[config.mk]
export PLATFORM = sky130hd
export DESIGN_NAME = traffic_phase_sequencer
export DESIGN_NICKNAME = d
export VERILOG_FILES = /design/src/rtl/traffic_phase_sequencer.sv
export SDC_FILE = /design/constraint.sdc
export NUM_CORES = 1
export LEC_CHECK = 0
export BUFFER_PORTS_ARGS = -buffer_cell sky130_fd_sc_hd__buf_2
export CAP_MARGIN = 25
export CORE_ASPECT_RATIO = 1.25
export CORE_MARGIN = 2
export CORE_UTILIZATION = 54
export DETAILED_ROUTE_END_ITERATION = 8
export PLACE_DENSITY = 0.76
export SYNTH_ARGS = -nofsm -noshare
export SYNTH_HDL_FRONTEND = slang
export SYNTH_SLANG_ARGS = --single-unit
[constraint.sdc]
create_clock -name clk -period 2 [get_ports clk]
set_input_delay 0 -clock clk [delete_from_list [all_inputs] [get_ports clk]]
set_output_delay 0 -clock clk [all_outputs]
set_load 0.05 [all_outputs]
[src/rtl/traffic_phase_sequencer.sv]
// Two-road junction lamp sequencer: eight-phase cycle plus night blink mode.
// Define PED_REQ_EN to let a pedestrian request cut main green short after T_MIN_G ticks.
module traffic_phase_sequencer #(
    parameter int TICK_DIV = 10_000_000,
    parameter int DIV_W    = 24,
    parameter int CNT_W    = 10,
    parameter int T_MAIN_G = 450,
    parameter int T_YEL    = 50,
    parameter int T_TURN   = 250,
    parameter int T_SIDE_G = 250,
    parameter int T_BLINK  = 10,
    parameter int T_MIN_G  = 100
) (
    input  logic       clk,
    input  logic       rst,
    input  logic       blink,
    input  logic       ped_req,
    output logic [2:0] main_lamp,
    output logic [2:0] side_lamp,
    output logic       main_rt,
    output logic       side_rt,
    output logic [3:0] phase,
    output logic       ped_wait
);

    typedef enum logic [3:0] {
        S_MG    = 4'd0,
        S_MY    = 4'd1,
        S_MRT   = 4'd2,
        S_MY2   = 4'd3,
        S_SG    = 4'd4,
        S_SY    = 4'd5,
        S_SRT   = 4'd6,
        S_SY2   = 4'd7,
        S_BLINK = 4'd8
    } state_e;

    localparam logic [DIV_W-1:0] PRE_LAST   = DIV_W'(TICK_DIV - 1);
    localparam logic [CNT_W-1:0] MG_LAST    = CNT_W'(T_MAIN_G - 1);
    localparam logic [CNT_W-1:0] YEL_LAST   = CNT_W'(T_YEL - 1);
    localparam logic [CNT_W-1:0] TURN_LAST  = CNT_W'(T_TURN - 1);
    localparam logic [CNT_W-1:0] SG_LAST    = CNT_W'(T_SIDE_G - 1);
    localparam logic [CNT_W-1:0] BLINK_LAST = CNT_W'(T_BLINK - 1);

    // Plain vector rather than the enum type so out-of-range codes stay representable.
    logic [3:0]       state, state_nx;
    logic [DIV_W-1:0] pre;
    logic [CNT_W-1:0] cnt, dur_last;
    logic             blink_ph;
    logic             tick, expire, ped_exit;
    logic [2:0]       main_d, side_d;
    logic             mrt_d, srt_d;

    assign tick   = (pre == PRE_LAST);
    assign expire = tick && (cnt == dur_last);
    assign phase  = state;

`ifdef PED_REQ_EN
    localparam logic [CNT_W-1:0] MIN_LAST = CNT_W'(T_MIN_G - 1);
    assign ped_exit = tick && ped_wait && (state == S_MG) && (cnt >= MIN_LAST);
`else
    logic unused_ped;
    assign unused_ped = ped_req;
    assign ped_exit   = 1'b0;
`endif

    always_comb begin
        case (state)
            S_MG:                      dur_last = MG_LAST;
            S_MY, S_MY2, S_SY, S_SY2:  dur_last = YEL_LAST;
            S_MRT, S_SRT:              dur_last = TURN_LAST;
            S_SG:                      dur_last = SG_LAST;
            default:                   dur_last = BLINK_LAST;
        endcase
    end

    always_comb begin
        state_nx = state;
        if (state > S_BLINK)
            state_nx = S_MG;
        else if (state == S_BLINK) begin
            if (!blink) state_nx = S_MG;
        end else if (blink)
            state_nx = S_BLINK;
        else if (expire || ped_exit)
            state_nx = {1'b0, state[2:0] + 3'd1};
    end

    always_ff @(posedge clk or negedge rst) begin
        if (!rst) state <= S_MG;
        else      state <= state_nx;
    end

    // Every state entry restarts the prescaler, so a phase is exactly T_x * TICK_DIV clocks.
    always_ff @(posedge clk or negedge rst) begin
        if (!rst) begin
            pre      <= '0;
            cnt      <= '0;
            blink_ph <= 1'b0;
        end else if (state_nx != state) begin
            pre      <= '0;
            cnt      <= '0;
            blink_ph <= 1'b0;
        end else if (tick) begin
            pre <= '0;
            if (state == S_BLINK && cnt == BLINK_LAST) begin
                cnt      <= '0;
                blink_ph <= ~blink_ph;
            end else begin
                cnt <= cnt + 1'b1;
            end
        end else begin
            pre <= pre + 1'b1;
        end
    end

    always_comb begin
        main_d = 3'b100;
        side_d = 3'b100;
        mrt_d  = 1'b0;
        srt_d  = 1'b0;
        case (state)
            S_MY, S_MY2: main_d = 3'b010;
            S_MRT:       mrt_d  = 1'b1;
            S_SG:        side_d = 3'b001;
            S_SY:        side_d = 3'b010;
            S_SRT:       srt_d  = 1'b1;
            S_SY2:       side_d = 3'b110;
            S_BLINK: begin
                main_d = {1'b0, ~blink_ph, 1'b0};
                side_d = {1'b0, ~blink_ph, 1'b0};
            end
            default:     main_d = 3'b001;  // S_MG and illegal codes
        endcase
    end

    always_ff @(posedge clk or negedge rst) begin
        if (!rst) begin
            main_lamp <= 3'b000;
            side_lamp <= 3'b000;
            main_rt   <= 1'b0;
            side_rt   <= 1'b0;
        end else begin
            main_lamp <= main_d;
            side_lamp <= side_d;
            main_rt   <= mrt_d;
            side_rt   <= srt_d;
        end
    end

    always_ff @(posedge clk or negedge rst) begin
        if (!rst)
            ped_wait <= 1'b0;
`ifdef PED_REQ_EN
        else if (state == S_BLINK)
            ped_wait <= 1'b0;
        else if (state_nx == S_SG && state != S_SG)
            ped_wait <= 1'b0;
        else if (ped_req)
            ped_wait <= 1'b1;
`else
        else
            ped_wait <= 1'b0;
`endif
    end

endmodule

==> out/metrics.cfg, run 1 <==
[layout]
drive_gt1_share_pct=25.00
fillerInstances=384
n_antenna_cell=0
finish.utilization_pct=67.40
syn2layout_area_growth_pct=17.92
finalNetCount=310

[worst_hold_path]
hold_path.class=input pin to async pin

[global_route]
overflow=0
grt_pass1_vias=1979
grt_pass1_wl_um=8631
grt_antenna_before_repair=0
grt_max_degree=24
grt_use_total_pct=21.04

[setup_path]
critPathSlowestCell=or4_4
crit_fanout=5
critical_path.reg2reg.startpoint=phase[1]$_DFF_PN0_
cp.arrival_ns=2.24
critical-path-max-stage-delay_ns=0.49
critical_path.cell_chain=inv_2, ha_4, nor3_4, or4_4, a21boi_4, nand4_1, a21oi_2, buf_4, o22ai_2
endpoint_kind=register
crit_start=phase[1]$_DFF_PN0_
path_delay_family=simple AND/OR/NAND/NOR gates
start_kind=register
cp_num_buf_inv=2
required_ns=2.18
regToRegSetupSlack_ns=-0.06
worstSetupPathType=register to register

[synth]
synth.largest_area_cell=dfrtp_1
synth_area_leaders=dfrtp_1, xor2_1, nor2_1
yosys.area.top_type_share_pct=46.15
syn_area_mm2=0.002549
ys.warnings.count=0
synth_nets=268
yosysMostFrequentCell=dfrtp_1
synth_seq_area_share_pct=46.15
ys_types=48
synth_seq_cells=47
synth-async-reset-ratio_pct=100.0
netlist_instances=257
avgSynthCellArea_um2=9.917
synth_edf_count=0
ys.flop_type=dfrtp_1
ys_top_cells_by_count=dfrtp_1, nor2_1, xor2_1

[detailed_routing]
vias=1939
first_pass_iters=4
wl_um=4740
drtAntennaViolNets=0
drt_iter0_drc=147
route.detailed.drc=0
viasPerCell=5.416
wire_per_inst_um=13.24

[clock_tree]
post-cts-setup-buffers=0
clk_pin_slew_worst_paths_ns=0.08
cts_root_buffer=clkbuf_8
clk_latency_ns=0.30
cts_sinks=47
cts_tree=yes
cts.path.max_buffers=2
htreeDepth=2
numCtsBuffers=5

[timing]
finalMaxSlewViolations=0
min_period_ns=2.061
worst_slack_ns=-0.06097
skew_ns=0.01064
final_hold_viol_count=0
rsz0062_at_grt=yes
fmax_mhz=485.2
setup_violations=15
period_share_pct=103.0
whs_ns=0.1309

[pwr]
power_leakage_uw=0.001311
clockPowerShare_pct=33.1
power.share.sequential_pct=58.7
netSwitchingPower_uw=402.6
combPwrFrac_pct=8.2
powerDensity_mw_per_mm2=549.6
p_int_uw=1249
ir_worst_vdd_mv=0.3685
p_total_uw=1652
p_sw_share_pct=24.37

[floorplan]
ioPinCount=17
die-area_mm2=0.005289
initial_core_util_pct=57.15
core_mm2=0.004459
die_y_um=80.81
rows=27
die_w_um=65.45

[status]
status=finished with violations
violations=negative setup slack

[placed_design]
hpwlAfterDp_um=3565
routabilityCongestion=0.8787
port_buffers=14

[job]
drv_cap=0

==> area by class of cell <==
| type | instances | area (um^2) | share of cell area [%] |
|---|---|---|---|
| multi-input cells | 188 | 1301 | 43.30 |
| well taps | 58 | 72.57 | 2.415 |
| repair buffers | 47 | 330.3 | 10.99 |
| clock buffers | 7 | 76.32 | 2.540 |
| flip-flops and latches | 47 | 1180 | 39.26 |
| clock inverters | 1 | 5.005 | 0.1665 |
| inverters | 10 | 40.04 | 1.332 |
==> power by group through the flow <==
stage	Sequential (uW)	Combinational [uW]	Clock, uW
finish	970	135	547
global route	972	152	594
CTS	970	134	566
detailed placement	989	131	0
global placement	989	129	0
floorplan	1010	67.7	0
==> what timing repair did <==
action                                  4_1_cts  5_1_grt
hold endpoints to repair                     26        0
endpoints found under the setup margin       13       38
pin swaps                                     0        2
hold buffers                                  2        0
gates resized for setup                       0        5
==> cells in the final DEF (no fill, tap or decap), drive strengths merged, types with 10 or more instances in the layout <==
cell,synthesis,layout
dfrtp,47,47
nand3,14,14
nor2,38,38
buf,8,45
nand4,14,14
nand2,14,14
inv,10,10
xor2,20,20
==> path summary, 6_finish.rpt <==
kind / endpoint / cells after the start
max in group asynchronous: phase[2]$_DFF_PN0_ / 3
setup / recovery: phase[1]$_DFF_PN0_ / 9
min in group clk: phase[3]$_DFF_PN0_ / 3
hold / removal: main_lamp[2]$_DFF_PN0_ / 2
hold reg to reg: pre[0]$_DFF_PN0_ / 1
setup reg to reg: phase[1]$_DFF_PN0_ / 9
==> sequential cells by signal (all words and copies together), names as in the netlist <==
name / flops
pre: 24
cnt: 10
phase: 4
main_lamp: 3
side_lamp: 3
blink_ph: 1
main_rt: 1
side_rt: 1
==> worst reg2reg max path: cells and delay by family, from the launching register on <==
kind                     cells  cell delay [ns]
flip-flops                   1             0.44
AO/OA/AOI/OAI                3             0.44
buffers and inverters        2             0.24
adder cells (fa/ha/maj)      1             0.16
AND/OR/NAND/NOR              3             0.67
==> logic make-up (layout without fill, tap and decap cells) <==
| family | after synthesis | in the layout | share of synthesized area [%] |
|---|---|---|---|
| AOI/OAI and AO/OA | 28 | 28 | 8.394 |
| xor gates and xnor gates | 28 | 28 | 9.622 |
| adders and majority gates | 7 | 7 | 3.436 |
| buffers and inverters | 22 | 65 | 4.418 |
| DFF | 47 | 47 | 46.15 |
| muxes | 4 | 4 | 1.571 |
| other | 1 | 1 | 0.1471 |
| and+or+nand+nor | 120 | 120 | 26.27 |
==> metrics by stage <==
| step | setup WS, ns | TNS (ns) | cells | area (um^2) |
|---|---|---|---|---|
| finish | -0.06097 | -0.2975 | 358 | 3005 |
| global route | -0.1974 | -2.303 | 358 | 3005 |
| global placement | 0.007900 | 0 | 348 | 2887 |
| floorplan | -0.2522 | -2.908 | 257 | 2603 |
| detailed placement | -0.03895 | -0.1975 | 348 | 2887 |
| CTS | -0.05612 | -0.3474 | 358 | 2988 |
==> per-layer routing <==
layer / share of wire, % / track usage (%)
met1: 42 / 25.25
met2: 51 / 36.73
met3: 3.0 / 3.601
met4: 3.2 / 9.792
met5: 0 / 0
(Power assumes the default switching activity.)
==> inputs of run 2 (changes only) <==
--- a/config.mk
+++ b/config.mk
@@ -11,6 +11,7 @@
 export CORE_MARGIN = 2
 export CORE_UTILIZATION = 54
 export DETAILED_ROUTE_END_ITERATION = 8
+export GPL_TIMING_DRIVEN = 0
 export PLACE_DENSITY = 0.76
 export SYNTH_ARGS = -nofsm -noshare
 export SYNTH_HDL_FRONTEND = slang
==> out/metrics.cfg, run 2 (synthesis gave the netlist of run 1 again) <==
[status]
status=finished with violations
violations=negative setup slack

[global_route]
overflow=0  ; unchanged
grt_max_degree=48  ; +100%
grt_use_total_pct=21.10  ; +0.056 points
grt_pass1_wl_um=8583  ; -0.56%
grt_pass1_vias=1923  ; -2.8%
grt_antenna_before_repair=0  ; unchanged

[placed_design]
dpl_worst_slack_ns=-0.2679  ; -0.2290 ns
post-place-cells=329  ; -5.5%
port_buffers=14  ; unchanged
routabilityCongestion=0.8973  ; +2.1%
hpwlAfterDp_um=3310  ; -7.2%

[layout]
final_cell_mix=dfrtp_1, nor2_1, xor2_1
largest_reg_flops=24  ; unchanged
regMostFlops=pre
finalNetCount=306  ; -1.3%
final_common_cell=dfrtp_1
stdcell_count=354  ; -1.1%
n_antenna_cell=0  ; unchanged
drive_gt1_share_pct=26.01  ; +1.0 points
syn2layout_area_growth_pct=20.08
fillerInstances=359  ; -6.5%

[clock_tree]
cts_tree=yes
cts.path.max_buffers=2  ; unchanged
cts_root_buffer=clkbuf_8
htreeDepth=2  ; unchanged
clk_pin_slew_worst_paths_ns=0.09  ; about the same
clk_latency_ns=0.30  ; about the same
cts_sinks=47  ; unchanged
numCtsBuffers=5  ; unchanged

[floorplan]
die_w_um=65.45  ; unchanged
core_mm2=0.004459  ; unchanged
ioPinCount=17  ; unchanged
die-area_mm2=0.005289  ; unchanged
rows=27  ; unchanged
initial_core_util_pct=57.15  ; unchanged
die_y_um=80.81  ; unchanged

[setup_path]
start_kind=register
worstSetupPathType=register to register
crit_fanout=5  ; unchanged
endpoint_kind=register
cp.arrival_ns=2.30  ; +0.06 ns
required_ns=2.18  ; about the same
regToRegSetupSlack_ns=-0.11  ; -0.05 ns

[detailed_routing]
first_pass_iters=4  ; unchanged
wire_per_inst_um=14.38  ; +8.6%
vias=1967  ; +1.4%
route.detailed.drc=0  ; unchanged
wl_um=5089  ; +7.4%
viasPerCell=5.556  ; +2.6%
drtAntennaViolNets=0  ; unchanged
drt_iter0_drc=118  ; -20%

[pwr]
p_total_uw=1689  ; +2.3%
power_leakage_uw=0.001316  ; +0.34%
ir_worst_vdd_mv=0.4614  ; +25%
powerDensity_mw_per_mm2=552.0  ; +0.44%

[timing]
fmax_mhz=473.3  ; -2.5%
setup_violations=15  ; unchanged
skew_ns=0.01174  ; +0.001103 ns
worst_slack_ns=-0.1128  ; -0.05179 ns
rsz0062_at_grt=yes
min_period_ns=2.113  ; +0.05179 ns
final_hold_viol_count=0  ; unchanged
period_share_pct=105.6  ; +2.6 points
finalMaxSlewViolations=0  ; unchanged

[worst_hold_path]
hold_path.class=input pin to async pin

[job]
drv_cap=0  ; unchanged

-- run 2: repair_timing --
item,CTS,global route
endpoints found under the setup margin,35,35
setup buffers,9,7
resized for setup,2,20
cloned,1,0
pin swaps,11,14
endpoints found under the hold margin,48,0
hold buffers,2,0
-- run 2: metrics by stage --
stage | TNS (ns) | util, % | area [um^2] | hold slack [ns]
after floorplan | -2.908 | - | 2603 | -0.2956
after global placement | -2.446 | 61.56 | 2745 | 0.2297
after detailed placement | -3.220 | 61.56 | 2745 | 0.2380
after CTS | -1.574 | 65.35 | 2914 | 0.4488
after global routing | -4.948 | 68.63 | 3060 | 0.06469
final | -1.051 | 68.63 | 3060 | 0.05105
-- run 2: final timing paths --
path,start,end,cells past startpoint
max,phase[0]$_DFF_PN0_,phase[1]$_DFF_PN0_,9
min,rst,main_lamp[2]$_DFF_PN0_,2
max reg2reg,phase[0]$_DFF_PN0_,phase[1]$_DFF_PN0_,9
min reg2reg,blink_ph$_DFFE_PN0P_,blink_ph$_DFFE_PN0P_,2
max in group asynchronous,rst,phase[1]$_DFF_PN0_,3
min in group clk,blink,phase[3]$_DFF_PN0_,3
-- run 2: where the power goes --
group          total [uW]  switching [uW]  internal, uW
clock                 553             307           246
combinational         166             101          65.0
sequential            971            11.1           960
total                1690             419          1270
-- run 2: area by class of cell --
type                       instances  area, um^2  area share [%]
buffer                             9       80.08           2.617
clock buffer                       7       76.32           2.494
clock inverter                     1       5.005          0.1635
inverter                          10       40.04           1.308
multi-input combinational        188        1356           44.32
sequential                        47        1181           38.59
tap                               58       72.57           2.371
timing repair buffer              34       249.0           8.136
-- run 2: worst max-delay path: stages (launching register included) --
cell and delay (ns):
dfrtp_2 0.44, inv_4 0.08, ha_4 0.16, nor3_4 0.04, or4_4 0.49, a21boi_4 0.18
nand4_1 0.16, a21oi_4 0.22, buf_6 0.15, o22ai_1 0.07
-- run 2: metal layers --
layer  track usage (%)  vias to the layer above  wire length [um]
met3             4.155                       12               140
li1                  -                      964                 -
met2             35.61                       31              2632
met1             26.28                      960              2193
met5                 0                        -                 0
met4             9.375                        0               123
==> inputs of run 3 (changes only) <==
==> constraint.sdc (replaced) <==
create_clock -name clk -period 2 [get_ports clk]
set_input_delay 0.1 -clock clk [delete_from_list [all_inputs] [get_ports clk]]
set_output_delay 0.1 -clock clk [all_outputs]
set_load 0.05 [all_outputs]
==> out/metrics.cfg, run 3 (synthesis gave the netlist of run 1 again) <==
[status]
status=finished with violations
violations=negative setup slack

[setup_path]
critPathSlowestCell=or4_4
required_ns=2.18  ; about the same
critical-path-max-stage-delay_ns=0.49  ; about the same
reg2reg_depth=9  ; unchanged
critical_path.cell_chain=inv_4, ha_4, nor3_4, or4_4, a21boi_4, nand4_1, a21oi_4, buf_6, o22ai_1
cp.arrival_ns=2.30  ; about the same
endpoint_kind=register
cp_num_buf_inv=2  ; unchanged
cp_num_cells=9  ; unchanged
start_kind=register
crit_fanout=5  ; unchanged
worstSetupPathType=register to register
path_delay_family=simple AND/OR/NAND/NOR gates

[detailed_routing]
route.detailed.drc=0  ; unchanged
viasPerCell=5.584  ; +0.49%
drt_iter0_drc=119  ; +0.85%
wl_um=5110  ; +0.41%
vias=1971  ; +0.20%
first_pass_iters=5  ; +1
drtAntennaViolNets=0  ; unchanged
wire_per_inst_um=14.48  ; +0.70%

[timing]
skew_ns=0.01178  ; +0.00003710 ns
period_share_pct=105.8  ; +0.15 points
finalMaxSlewViolations=0  ; unchanged
fmax_mhz=472.6  ; -0.14%
setup_violations=15  ; unchanged
whs_ns=0.05403  ; +0.002975 ns
min_period_ns=2.116  ; +0.002968 ns
worst_slack_ns=-0.1157  ; -0.002968 ns
rsz0062_at_grt=yes
final_hold_viol_count=0  ; unchanged

[global_route]
grt_use_total_pct=21.13  ; +0.030 points
grt_antenna_before_repair=0  ; unchanged
grt_pass1_wl_um=8597  ; +0.16%
overflow=0  ; unchanged
grt_max_degree=48  ; unchanged
grt_pass1_vias=1929  ; +0.31%

[layout]
final_cell_mix=dfrtp_1, nor2_1, xor2_1
drive_gt1_share_pct=26.10  ; +0.088 points
largest_reg_flops=24  ; unchanged
finalNetCount=305  ; -0.33%
syn2layout_area_growth_pct=19.69
regMostFlops=pre
final_common_cell=dfrtp_1
finish.utilization_pct=68.41  ; -0.22 points
n_antenna_cell=0  ; unchanged

[clock_tree]
cts_sinks=47  ; unchanged
clk_latency_ns=0.30  ; about the same
cts_root_buffer=clkbuf_8
htreeDepth=2  ; unchanged
cts.path.max_buffers=2  ; unchanged
cts_tree=yes
clk_pin_slew_worst_paths_ns=0.08  ; about the same
numCtsBuffers=5  ; unchanged

[pwr]
clockPowerShare_pct=32.7  ; about the same
p_sw_share_pct=24.76  ; -0.032 points
netSwitchingPower_uw=417.6  ; -0.27%
combPwrFrac_pct=9.7  ; about the same
ir_worst_vdd_mv=0.4617  ; about the same
powerDensity_mw_per_mm2=553.0  ; +0.18%
p_int_uw=1269  ; -0.10%
power.share.sequential_pct=57.5  ; about the same
power_leakage_uw=0.001312  ; -0.32%

[floorplan]
die_y_um=80.81  ; unchanged
initial_core_util_pct=57.15  ; unchanged
die-area_mm2=0.005289  ; unchanged
core_mm2=0.004459  ; unchanged
ioPinCount=17  ; unchanged
die_w_um=65.45  ; unchanged
rows=27  ; unchanged

[job]
drv_cap=0  ; unchanged

[worst_hold_path]
hold_path.class=input pin to register
whs_path_depth=2

[placed_design]
port_buffers=14  ; unchanged
hpwlAfterDp_um=3310  ; unchanged
routabilityCongestion=0.8973  ; unchanged

-- run 3: worst reg2reg max path, cell delays in order (launching register included) --
cell	delay, ns
dfrtp_2	0.44
inv_4	0.09
ha_4	0.16
nor3_4	0.04
or4_4	0.49
a21boi_4	0.18
nand4_1	0.16
a21oi_4	0.22
buf_6	0.15
o22ai_1	0.07
-- run 3: what timing repair did --
action	in CTS	in global routing
buffers inserted	9	7
resized for setup	2	20
endpoints found under the hold margin	0	47
cloned	1	0
setup endpoints to repair	35	35
hold buffers	0	1
pin swaps	11	14
-- run 3: metrics by stage --
stage | TNS [ns] | power [uW] | cell area (um^2) | instances | setup slack [ns]
final | -1.053 | 1687 | 3050 | 353 | -0.1157
after floorplan | -2.908 | 1074 | 2603 | 257 | -0.2522
after CTS | -1.574 | 1674 | 2894 | 345 | -0.1388
after global placement | -2.446 | 1117 | 2745 | 329 | -0.2360
after global routing | -4.948 | 1760 | 3050 | 353 | -0.2695
after detailed placement | -3.220 | 1119 | 2745 | 329 | -0.2679
-- run 3: layer usage --
layer / vias up / GRT usage [%] / part of all wire, %
li1: 961 / - / -
met1: 966 / 26.28 / 42
met2: 32 / 35.71 / 52
met3: 12 / 4.155 / 3.2
met4: 0 / 9.375 / 2.4
met5: - / 0 / 0
-- run 3: area by class of cell --
class | instances | area, um^2
clock buffer | 7 | 76.32
buffer | 9 | 80.08
multi-input combinational | 188 | 1356
fill | 360 | 1409
inverter | 10 | 40.04
clock inverter | 1 | 5.005
sequential | 47 | 1181
timing repair buffer | 33 | 239.0
tap | 58 | 72.57
-- run 3: power groups by stage --
stage	registers, uW	clock network, uW	logic, uW
5_1_grt	973	609	179
3_5_place_dp	989	0	130
6_report	971	552	164
2_1_floorplan	1010	0	67.7
3_3_place_gp	988	0	128
4_1_cts	970	570	134
-- run 3: worst paths after layout --
kind / start / to / slack (ns)
max in group asynchronous: rst / phase[1]$_DFF_PN0_ / 1.38
setup / recovery: phase[0]$_DFF_PN0_ / phase[1]$_DFF_PN0_ / -0.12
hold / removal: blink / phase[3]$_DFF_PN0_ / 0.05
hold reg to reg: pre[0]$_DFF_PN0_ / pre[0]$_DFF_PN0_ / 0.54
min in group asynchronous: rst / main_lamp[2]$_DFF_PN0_ / 0.15
setup reg to reg: phase[0]$_DFF_PN0_ / phase[1]$_DFF_PN0_ / -0.12
